File: config.mk
export PLATFORM = sky130hd
export DESIGN_NAME = mem_copy_engine
export DESIGN_NICKNAME = d
export VERILOG_FILES = /design/src/rtl/mem_copy_engine.sv
export SDC_FILE = /design/constraint.sdc
export NUM_CORES = 1
export LEC_CHECK = 0
export CORE_ASPECT_RATIO = 1.5
export CORE_MARGIN = 2
export CORE_UTILIZATION = 44
export CTS_CLUSTER_SIZE = 20
export DETAILED_ROUTE_END_ITERATION = 8
export PLACE_DENSITY = 0.87
export SETUP_SLACK_MARGIN = 0.02
export SLEW_MARGIN = 10
export SYNTH_ARGS = -nofsm -noshare
export SYNTH_HDL_FRONTEND = slang
export SYNTH_SLANG_ARGS = --single-unit
File: constraint.sdc
create_clock -name clk -period 3 [get_ports clk]
set_clock_uncertainty 0.05 [all_clocks]
set_input_delay 0.6 -clock clk [delete_from_list [all_inputs] [get_ports clk]]
set_output_delay 0.6 -clock clk [all_outputs]
set_load 0.01 [all_outputs]
File: src/rtl/mem_copy_engine.sv
// mem_copy_engine
//   Block-copy initiator for a simple dual-port RAM (port 1 read, port 2
//   write, shared clock). On start it copies `length` consecutive words from
//   src_addr to dst_addr. The direction is chosen so that overlapping regions
//   copy correctly, and completion is reported with a one-cycle done pulse.
//
// Ports
//   clk, rst                 clock, synchronous active-high reset
//   start                    launch a copy (sampled only while idle)
//   src_addr, dst_addr       first source / destination word address
//   length                   word count, 0 .. 2^ADDR_WIDTH
//   busy, done               copy in progress / one-cycle completion pulse
//   port1_addr               RAM read address
//   port1_data_out           RAM read data (one cycle after port1_addr)
//   port1_data_in            unused write data on the read port (tied 0)
//   port1_write_en           unused write strobe on the read port (tied 0)
//   port2_addr               RAM write address
//   port2_data_in            RAM write data
//   port2_write_en           RAM write strobe
module mem_copy_engine #(
  parameter int ADDR_WIDTH = 6,
  parameter int DATA_WIDTH = 14
) (
  input  logic                  clk,
  input  logic                  rst,
  input  logic                  start,
  input  logic [ADDR_WIDTH-1:0] src_addr,
  input  logic [ADDR_WIDTH-1:0] dst_addr,
  input  logic [ADDR_WIDTH:0]   length,
  output logic                  busy,
  output logic                  done,
  output logic [ADDR_WIDTH-1:0] port1_addr,
  input  logic [DATA_WIDTH-1:0] port1_data_out,
  output logic [DATA_WIDTH-1:0] port1_data_in,
  output logic                  port1_write_en,
  output logic [ADDR_WIDTH-1:0] port2_addr,
  output logic [DATA_WIDTH-1:0] port2_data_in,
  output logic                  port2_write_en
);

  typedef enum logic [1:0] {
    IDLE = 2'd0,
    RUN  = 2'd1,
    DONE = 2'd2
  } state_t;

  state_t state, state_next;

  logic [ADDR_WIDTH-1:0] rd_addr_p0;
  logic [ADDR_WIDTH-1:0] wr_addr_p0;
  logic [ADDR_WIDTH:0]   rd_left_p0;
  logic                  rd_act_p0;
  logic                  desc_p0;
  logic [ADDR_WIDTH-1:0] wr_addr_p1;
  logic                  vld_p1;

  logic [ADDR_WIDTH-1:0] delta;
  logic [ADDR_WIDTH-1:0] len_m1;
  logic                  desc_start;
  logic                  launch;
  logic                  advance;

  // Step one word in the chosen direction; wraps modulo the RAM depth.
  function automatic logic [ADDR_WIDTH-1:0] step_addr(
    input logic [ADDR_WIDTH-1:0] addr,
    input logic                  down
  );
    return down ? addr - 1'b1 : addr + 1'b1;
  endfunction

  // A non-zero forward distance shorter than the block means the destination
  // overlaps the tail of the source, so copy from the top down. For a full
  // 2^ADDR_WIDTH block the low bits of length are zero and len_m1 wraps to
  // the last index, which is what the descending start address needs.
  assign delta      = dst_addr - src_addr;
  assign len_m1     = length[ADDR_WIDTH-1:0] - 1'b1;
  assign desc_start = (delta != '0) && ({1'b0, delta} < length);
  assign launch     = (state == IDLE) && start && (length != '0);
  assign advance    = (state == RUN) && rd_act_p0 && (rd_left_p0 != '0);

  always_ff @(posedge clk) begin
    if (rst) state <= IDLE;
    else     state <= state_next;
  end

  // RUN lasts length+1 cycles: length reads, and the final cycle only
  // carries the last write out of the pipeline.
  always_comb begin
    state_next = state;
    busy       = 1'b0;
    done       = 1'b0;
    case (state)
      IDLE: begin
        if (start) state_next = (length == '0) ? DONE : RUN;
      end
      RUN: begin
        busy = 1'b1;
        if (!rd_act_p0) state_next = DONE;
      end
      DONE: begin
        done       = 1'b1;
        state_next = IDLE;
      end
      default: state_next = IDLE;
    endcase
  end

  // Stage p0: read address issue
  always_ff @(posedge clk) begin
    if (rst) begin
      rd_addr_p0 <= '0;
      rd_act_p0  <= 1'b0;
    end else if (launch) begin
      rd_addr_p0 <= desc_start ? src_addr + len_m1 : src_addr;
      rd_act_p0  <= 1'b1;
    end else if (advance) begin
      rd_addr_p0 <= step_addr(rd_addr_p0, desc_p0);
    end else if (state == RUN) begin
      rd_act_p0  <= 1'b0;
    end
  end

  always_ff @(posedge clk) begin
    if (launch) begin
      wr_addr_p0 <= desc_start ? dst_addr + len_m1 : dst_addr;
      rd_left_p0 <= length - 1'b1;
      desc_p0    <= desc_start;
    end else if (advance) begin
      wr_addr_p0 <= step_addr(wr_addr_p0, desc_p0);
      rd_left_p0 <= rd_left_p0 - 1'b1;
    end
  end

  // Stage p1: write address paired with the data returned by the RAM
  always_ff @(posedge clk) begin
    if (rst) begin
      wr_addr_p1 <= '0;
      vld_p1     <= 1'b0;
    end else if ((state == RUN) && rd_act_p0) begin
      wr_addr_p1 <= wr_addr_p0;
      vld_p1     <= 1'b1;
    end else begin
      vld_p1     <= 1'b0;
    end
  end

  assign port1_addr     = rd_addr_p0;
  assign port1_data_in  = '0;
  assign port1_write_en = 1'b0;
  assign port2_addr     = wr_addr_p1;
  assign port2_write_en = vld_p1;
  // Gated so the write-data bus reads 0 whenever no write is issued.
  assign port2_data_in  = vld_p1 ? port1_data_out : '0;

endmodule

==> impl_summary.log, run 1 <==
INFO  metric post_layout_nonfiller_instances = roughly 520
INFO  metric clk_path_buf_depth = 2
INFO  metric tritoncts = done
INFO  metric routed_wl = between 9000 and 10,000 um
INFO  metric synthTopCellsByCount = 31 x sky130_fd_sc_hd__ha_1, 30 x sky130_fd_sc_hd__nor2_1, 23 x sky130_fd_sc_hd__inv_1, 19 x sky130_fd_sc_hd__a21oi_1, 18 x sky130_fd_sc_hd__xnor2_1
INFO  metric period_share = 104%
INFO  metric pre_cts_slack = -764 ps
INFO  metric asyncSetResetFlopFracSynth = 0%
INFO  metric hold_path.class = flip-flop to flip-flop
INFO  metric synthCells = around 330
INFO  metric vias = 3,056
INFO  metric yosysTopAreaCell = sky130_fd_sc_hd__edfxtp_1
INFO  metric critical_path.top_delay_family = XOR/XNOR gates
INFO  metric globalplace.congestion = 0.883
INFO  metric synth.cell_area = between 2000 and 3000 um2
INFO  metric layout-drive-gt1-share = 25.3%
INFO  metric power.ir.vdd_worst = a little under 0.2 mV
INFO  metric worst-r2r-setup-slack = 640 ps
INFO  metric powerDensity = between 400 and 500 nW/um2
INFO  metric timing.rr.end = port1_addr[5]$_SDFFE_PP0P_
INFO  metric critical-path-slowest-cell = sky130_fd_sc_hd__clkdlybuf4s50_1
INFO  metric timing.critical_path.to_type = flip-flop
INFO  metric edff_count_synth = 14
INFO  metric grt_first_pass_wirelength = 14,100 um
INFO  metric finalNetCount = 518
INFO  metric ys_top_cells_by_area = sky130_fd_sc_hd__edfxtp_1 15%, sky130_fd_sc_hd__ha_1 13%, sky130_fd_sc_hd__dfxtp_1 11%
INFO  metric dp_hpwl = 6340 um
INFO  metric clk-insertion-delay-late = about 290 ps
INFO  metric tightest_slew = 673 ps
INFO  metric max_freq = about 0.32 GHz
INFO  metric timing_max_transition_violations_final = 0
INFO  metric wire_per_inst = 17.8 um
INFO  metric largest_net_degree_at_the_start_of_global_routing = 25
INFO  metric cap_viol_max_count = 0
INFO  metric timing.hold.worst_path_depth = 2
INFO  metric yosysWarnings = 0
INFO  metric fin_worst_hold_slack = 446 ps
INFO  metric numCtsBuffers = 5
INFO  metric die_y = approximately 100 um
INFO  metric synth-seq-cells = 30
INFO  metric antenna_found_initial = 0
INFO  metric timing.critical_path.arrival = 3100 ps
INFO  metric clkTransAtPathRegs = around 70 ps
INFO  metric floorplan.die_area = 7230 um2
INFO  metric core-area = 6440 um2
INFO  metric total_leakage_power = 0.00190 uW
INFO  metric synth.avg_cell_area = 8.66 um2
INFO  metric regToRegStartpoint = rd_left_p0[2]$_DFFE_PP_
INFO  metric yosys.area.top_type_share = 14.6%
INFO  metric floorplan.initialDensity = 44.8%
INFO  metric setup.worst_path.start_class = input pin
INFO  metric globalRouteOverflowTotal = 0
INFO  metric drt_drc_violations_left = 0
INFO  metric yosys_most_used_dff = sky130_fd_sc_hd__dfxtp_1
INFO  metric top_level_ports = 80
INFO  metric relSlewSlack = a little under three fifths
INFO  metric dieWidth = around 70 um
INFO  metric drtAntennaViolNets = 0
INFO  metric final_critical_path_setup_slack = -118 ps
INFO  metric hold_start = port2_addr[3]$_SDFFE_PP0P_
INFO  metric cp_num_buf_inv = 2
INFO  metric diode_insertion_count_for_antenna_repair = 0
INFO  metric r2r_cell_count = 6
INFO  metric vias_per_cell = approximately 5.8
INFO  metric area_growth = 49.2%
INFO  metric outcome = finished, violations left
INFO  metric rsz0062_at_grt = true
INFO  metric clk_root_buffer_cell = sky130_fd_sc_hd__clkbuf_8
INFO  metric criticalPathCategory = input pin to flip-flop
INFO  metric crit_path_max_incr_delay = 480 ps
INFO  metric violated_checks = negative setup slack
INFO  metric drt_pass1_iterations = 5
INFO  metric whs_endpoint = port2_addr[3]$_SDFFE_PP0P_
INFO  metric min_period = 3120 ps
INFO  metric synth.lib_cells_used.distinct = 47
INFO  metric placement.io_buffers = 64
INFO  metric timing.critical_path.cells = clkdlybuf4s50_1, buf_4, nor3_2, xnor2_1, ha_1, o21ai_1, o21bai_1, a21oi_2, xor2_2, nor4b_4, a211oi_2
INFO  metric globalRouteTotalUtil = 24.7%
INFO  metric synth-seq-area-share = 25.7%
INFO  metric via_count_of_the_first_global_routing_pass = slightly below 3,000
INFO  metric drtIter0Drc = 217
INFO  metric placementRows = 36
INFO  metric timing.final.hold_violations = 0
INFO  metric dp_cells = 512
INFO  metric setup_viols_final = 6
INFO  metric post-synth-top-count-cell = sky130_fd_sc_hd__ha_1
INFO  metric ctsHtreeMaxLevel = 2
INFO  metric crit_required = 2980 ps
INFO  metric cts.sink_count = 30
INFO  metric worst-path-max-fanout = 3
-- worst max-delay path by stage --
stage | slack (ps) | from | endpoint | depth (start not counted)
final | -120 | length[0] | wr_addr_p0[5]$_DFFE_PP_ | 11
after global routing | -160 | dst_addr[0] | wr_addr_p0[5]$_DFFE_PP_ | 15
after CTS | 20 | src_addr[3] | wr_addr_p0[5]$_DFFE_PP_ | 13
after detailed placement | -760 | dst_addr[0] | port1_addr[4]$_SDFFE_PP0P_ | 14
after global placement | -640 | dst_addr[0] | wr_addr_p0[5]$_DFFE_PP_ | 14
after floorplan | -30 | dst_addr[0] | wr_addr_p0[5]$_DFFE_PP_ | 14
-- power by group --
group / leakage (uW) / switching [uW] / internal, uW / total (uW)
clock network: 0.0000416 / 163 / 158 / 322
logic: 0.00159 / 511 / 475 / 986
registers: 0.000265 / 44.7 / 505 / 550
total: 0.00190 / 719 / 1140 / 1860
-- cells in the final DEF, fill, tap and decap left out, drive strengths merged, types with 16 or more instances in the layout --
cell	Yosys	layout
inv	23	23
nor2	30	30
and2	16	16
clkdlybuf4s50	0	53
buf	19	57
a21oi	19	19
dfxtp	16	16
ha	31	31
xnor2	18	18
o21ai	17	17
-- cell type report --
cell class / instances / area (um2)
Timing Repair Buffer: 119 / 1060
Fill cell: 459 / 2140
Clock buffer: 5 / 68.8
Sequential cell: 30 / 741
Tap cell: 76 / 95.1
Inverter: 24 / 103
Clock inverter: 3 / 16.3
Multi-Input combinational cell: 266 / 2220
-- metal layers --
metal / track usage (%) / up-vias / part of all wire (%)
met5: 0 / - / 0
met4: 17.5 / 0 / 7.0
met3: 4.01 / 54 / 6.3
met2: 47.8 / 192 / 54
met1: 23.6 / 1425 / 32
li1: - / 1385 / -
-- worst min-delay path: stages, from the launching register on --
cell and delay, ps:
sky130_fd_sc_hd__dfxtp_1 320, sky130_fd_sc_hd__mux2i_1 70, sky130_fd_sc_hd__nor2_1 70
-- cells by family after synthesis --
kind of cell    count (synthesis)  synth area share [%]
xor+xnor                       30                  9.11
mux                            13                  4.56
compound gates                 81                  18.4
flops                          30                  25.7
buf+inv                        51                  8.85
simple gates                   91                  16.3
fa+ha+maj                      36                  16.9
other cells                     1                 0.130
-- what timing repair did --
item                                    4_1_cts  5_1_grt
hold buffers                                  0        0
setup buffers                                 2        0
endpoints found under the setup margin       13       12
pin swaps                                    18       18
gates resized for setup                      45       40
gates cloned                                  1        0
-- metrics by stage --
step / setup TNS [ps] / total power [uW] / utilization [%] / cell area [um2]
final: -319 / 1860 / 66.8 / 4300
after global routing: -1310 / 1970 / 66.8 / 4300
after CTS: 0 / 1750 / 64.7 / 4170
after detailed placement: -8950 / 1370 / 61.1 / 3940
after global placement: -7930 / 1330 / 61.1 / 3940
after floorplan: -37.3 / 1080 / - / 2990
-- registers in the layout, summed over array words and instances (netlist names) --
| register | cells |
|---|---|
| port1_addr | 6 |
| rd_left_p0 | 7 |
| wr_addr_p0 | 6 |
| rd_act_p0 | 1 |
| port2_write_en | 1 |
| port2_addr | 6 |
| desc_p0 | 1 |
| state | 2 |
No activity file was read; power rests on OpenSTA's default activity.
==> run 2, diff against run 1 <==
--- a/config.mk
+++ b/config.mk
@@ -11,6 +11,7 @@
 export CTS_CLUSTER_SIZE = 20
 export DETAILED_ROUTE_END_ITERATION = 8
 export PLACE_DENSITY = 0.87
+export REMOVE_ABC_BUFFERS = 1
 export SETUP_SLACK_MARGIN = 0.02
 export SLEW_MARGIN = 10
 export SYNTH_ARGS = -nofsm -noshare
==> impl_summary.log, run 2 (synthesized netlist as in run 1, its figures left out) <==
INFO  metric outcome = finished, violations left
INFO  metric violated_checks = negative setup slack
INFO  metric criticalPathCategory = input pin to flip-flop
INFO  metric timing.critical_path.to_type = flip-flop
INFO  metric grt_first_pass_wirelength = between 10,000 and 15,000 um
INFO  metric cts-hold-fix-buffers = 0
INFO  metric setup_viols_final = 12
INFO  metric power.ir.vdd_worst = between 0.2 and 0.25 mV
INFO  metric top_level_ports = 80
INFO  metric total_leakage_power = 0.00191 uW
INFO  metric hold_path.class = flip-flop to flip-flop
INFO  metric floorplan.die_area = 7230 um2
INFO  metric clk-insertion-delay-late = around 290 ps
INFO  metric antenna_found_initial = 0
INFO  metric worst-path-max-fanout = 8
INFO  metric drt_pass1_iterations = 4
INFO  metric drtIter0Drc = between 100 and 150
INFO  metric setup_tns_after_final_layout = -2140 ps
INFO  metric net-switching-power = between 600 and 700 uW
INFO  metric wire_per_inst = ~17 um
INFO  metric layout-drive-gt1-share = 23.0%
INFO  metric min_period = 3310 ps
INFO  metric core-area = between 6000 and 7000 um2
INFO  metric largest_register_ffs = 7
INFO  metric largest_net_degree_at_the_start_of_global_routing = 25
INFO  metric crit_required = just under 3000 ps
INFO  metric finalNetCount = 524
INFO  metric globalRouteOverflowTotal = 0
INFO  metric die_y = 103 um
INFO  metric timing.critical_path.arrival = around 3300 ps
INFO  metric critPathMostFrequentCell = sky130_fd_sc_hd__a21oi_2
INFO  metric comb_power_share = 51.9%
INFO  metric timing.critical_path.cells = buf_8, inv_4, ha_4, inv_2, fa_2, buf_6, a21o_1, a21oi_2, xnor2_1, ha_1, a21oi_2, o21ai_4, a31o_4, o21ai_0, a31oi_1
INFO  metric numCtsBuffers = 5
INFO  metric p_int = 1170 uW
INFO  metric critical-path-slowest-cell = sky130_fd_sc_hd__fa_2
INFO  metric powerDensity = around 430 nW/um2
INFO  metric power_switching_share = 36.7%
INFO  metric rsz0062_at_grt = true
INFO  metric clk_root_buffer_cell = sky130_fd_sc_hd__clkbuf_8
INFO  metric critical_path.top_delay_family = compound AO/OA/AOI/OAI gates
INFO  metric vias_per_cell = around 5.6
INFO  metric max_freq = 0.302 GHz
INFO  metric routed_wl = 8770 um
INFO  metric mostFrequentLayoutCell = sky130_fd_sc_hd__clkdlybuf4s50_1
INFO  metric placementRows = 36
INFO  metric globalplace.congestion = 0.868
INFO  metric ctsHtreeMaxLevel = 2
INFO  metric tightest_slew = between 600 and 700 ps
INFO  metric setup.worst_path.start_class = input pin
INFO  metric dp_hpwl = 6170 um
INFO  metric power.share.clock = 18.3%
INFO  metric finalInstanceArea = 4300 um2
INFO  metric diode_insertion_count_for_antenna_repair = 0
INFO  metric drtAntennaViolNets = 0
INFO  metric crit_path_max_incr_delay = 340 ps
INFO  metric clkTransAtPathRegs = 60 ps
INFO  metric period_share = 110%
INFO  metric vias = a little under 3,000
INFO  metric drt_drc_violations_left = 0
INFO  metric largest_register = rd_left_p0
INFO  metric via_count_of_the_first_global_routing_pass = 2,893
INFO  metric most-common-layout-cells = 56 x sky130_fd_sc_hd__clkdlybuf4s50_1, 53 x sky130_fd_sc_hd__buf_4, 30 x sky130_fd_sc_hd__nor2_1, 27 x sky130_fd_sc_hd__ha_1, 19 x sky130_fd_sc_hd__inv_1
INFO  metric area_growth = 49.2%
INFO  metric placement.io_buffers = 64
INFO  metric pre_cts_slack = -894 ps
INFO  metric timing.final.hold_violations = 0
INFO  metric worst-r2r-setup-slack = between 500 and 600 ps
INFO  metric timing_max_transition_violations_final = 0
INFO  metric dieWidth = roughly 70 um
INFO  metric cts.sink_count = 30
INFO  metric fin_worst_hold_slack = approximately 430 ps
INFO  metric floorplan.initialDensity = between 40 and 50%
INFO  metric globalRouteTotalUtil = 23.3%
INFO  metric final_critical_path_setup_slack = -311 ps
INFO  metric tritoncts = done
INFO  metric dpl-instance-area = 3890 um2
INFO  metric cp_num_buf_inv = 4
INFO  metric relSlewSlack = 58.9%
INFO  metric cap_viol_max_count = 0
INFO  metric clk_path_buf_depth = 2
INFO  metric seqPwrFrac = 29.8%
## run 2: repair_timing
item | 4_1_cts | 5_1_grt
endpoints found under the setup margin | 13 | 13
setup buffers | 4 | 5
gates cloned | 2 | 1
gates resized for setup | 56 | 21
pin swaps | 26 | 14
## run 2: area by class of cell
type / instances / area, um2
Inverter: 24 / 92.6
Multi-Input combinational cell: 266 / 2140
Clock buffer: 7 / 86.3
Timing Repair Buffer: 125 / 1140
Sequential cell: 30 / 741
Clock inverter: 1 / 5.00
Fill cell: 461 / 2140
Tap cell: 76 / 95.1
## run 2: final timing paths
check	start	to	depth (start not counted)
max	dst_addr[0]	wr_addr_p0[1]$_DFFE_PP_	15
min	rd_act_p0$_SDFFE_PP0P_	rd_act_p0$_SDFFE_PP0P_	2
max reg2reg	desc_p0$_DFFE_PP_	port1_addr[5]$_SDFFE_PP0P_	7
min reg2reg	rd_act_p0$_SDFFE_PP0P_	rd_act_p0$_SDFFE_PP0P_	2
## run 2: metrics by stage
stage	std cells	utilization, %	total power (uW)
finish	529	66.8	1850
floorplan	320	-	1050
global placement	509	60.4	1310
detailed placement	509	60.4	1350
global route	529	66.8	1950
CTS	523	65.3	1770
## run 2: worst register-to-register path, cell delays in order, from the launching register on
cell and delay [ps]:
sky130_fd_sc_hd__edfxtp_1 580, sky130_fd_sc_hd__ha_1 380, sky130_fd_sc_hd__a211oi_1 300, sky130_fd_sc_hd__o21bai_1 120
sky130_fd_sc_hd__a21oi_1 180, sky130_fd_sc_hd__mux2i_1 230, sky130_fd_sc_hd__mux2i_1 220, sky130_fd_sc_hd__nor4bb_1 290
## run 2: metal layers
| metal | global-route usage [%] | part of all wire [%] | vias to the layer above |
|---|---|---|---|
| met5 | 0 | 0 | - |
| met4 | 14.9 | 5.9 | 0 |
| met3 | 3.52 | 5.4 | 41 |
| met2 | 46.6 | 54 | 133 |
| met1 | 21.8 | 35 | 1406 |
| li1 | - | - | 1396 |
## run 2: power groups by stage
stage / clock [uW] / sequential [uW] / combinational (uW)
floorplan: 0 / 553 / 494
global placement: 0 / 554 / 757
detailed placement: 0 / 558 / 789
CTS: 340 / 549 / 881
global route: 355 / 556 / 1040
finish: 338 / 550 / 959
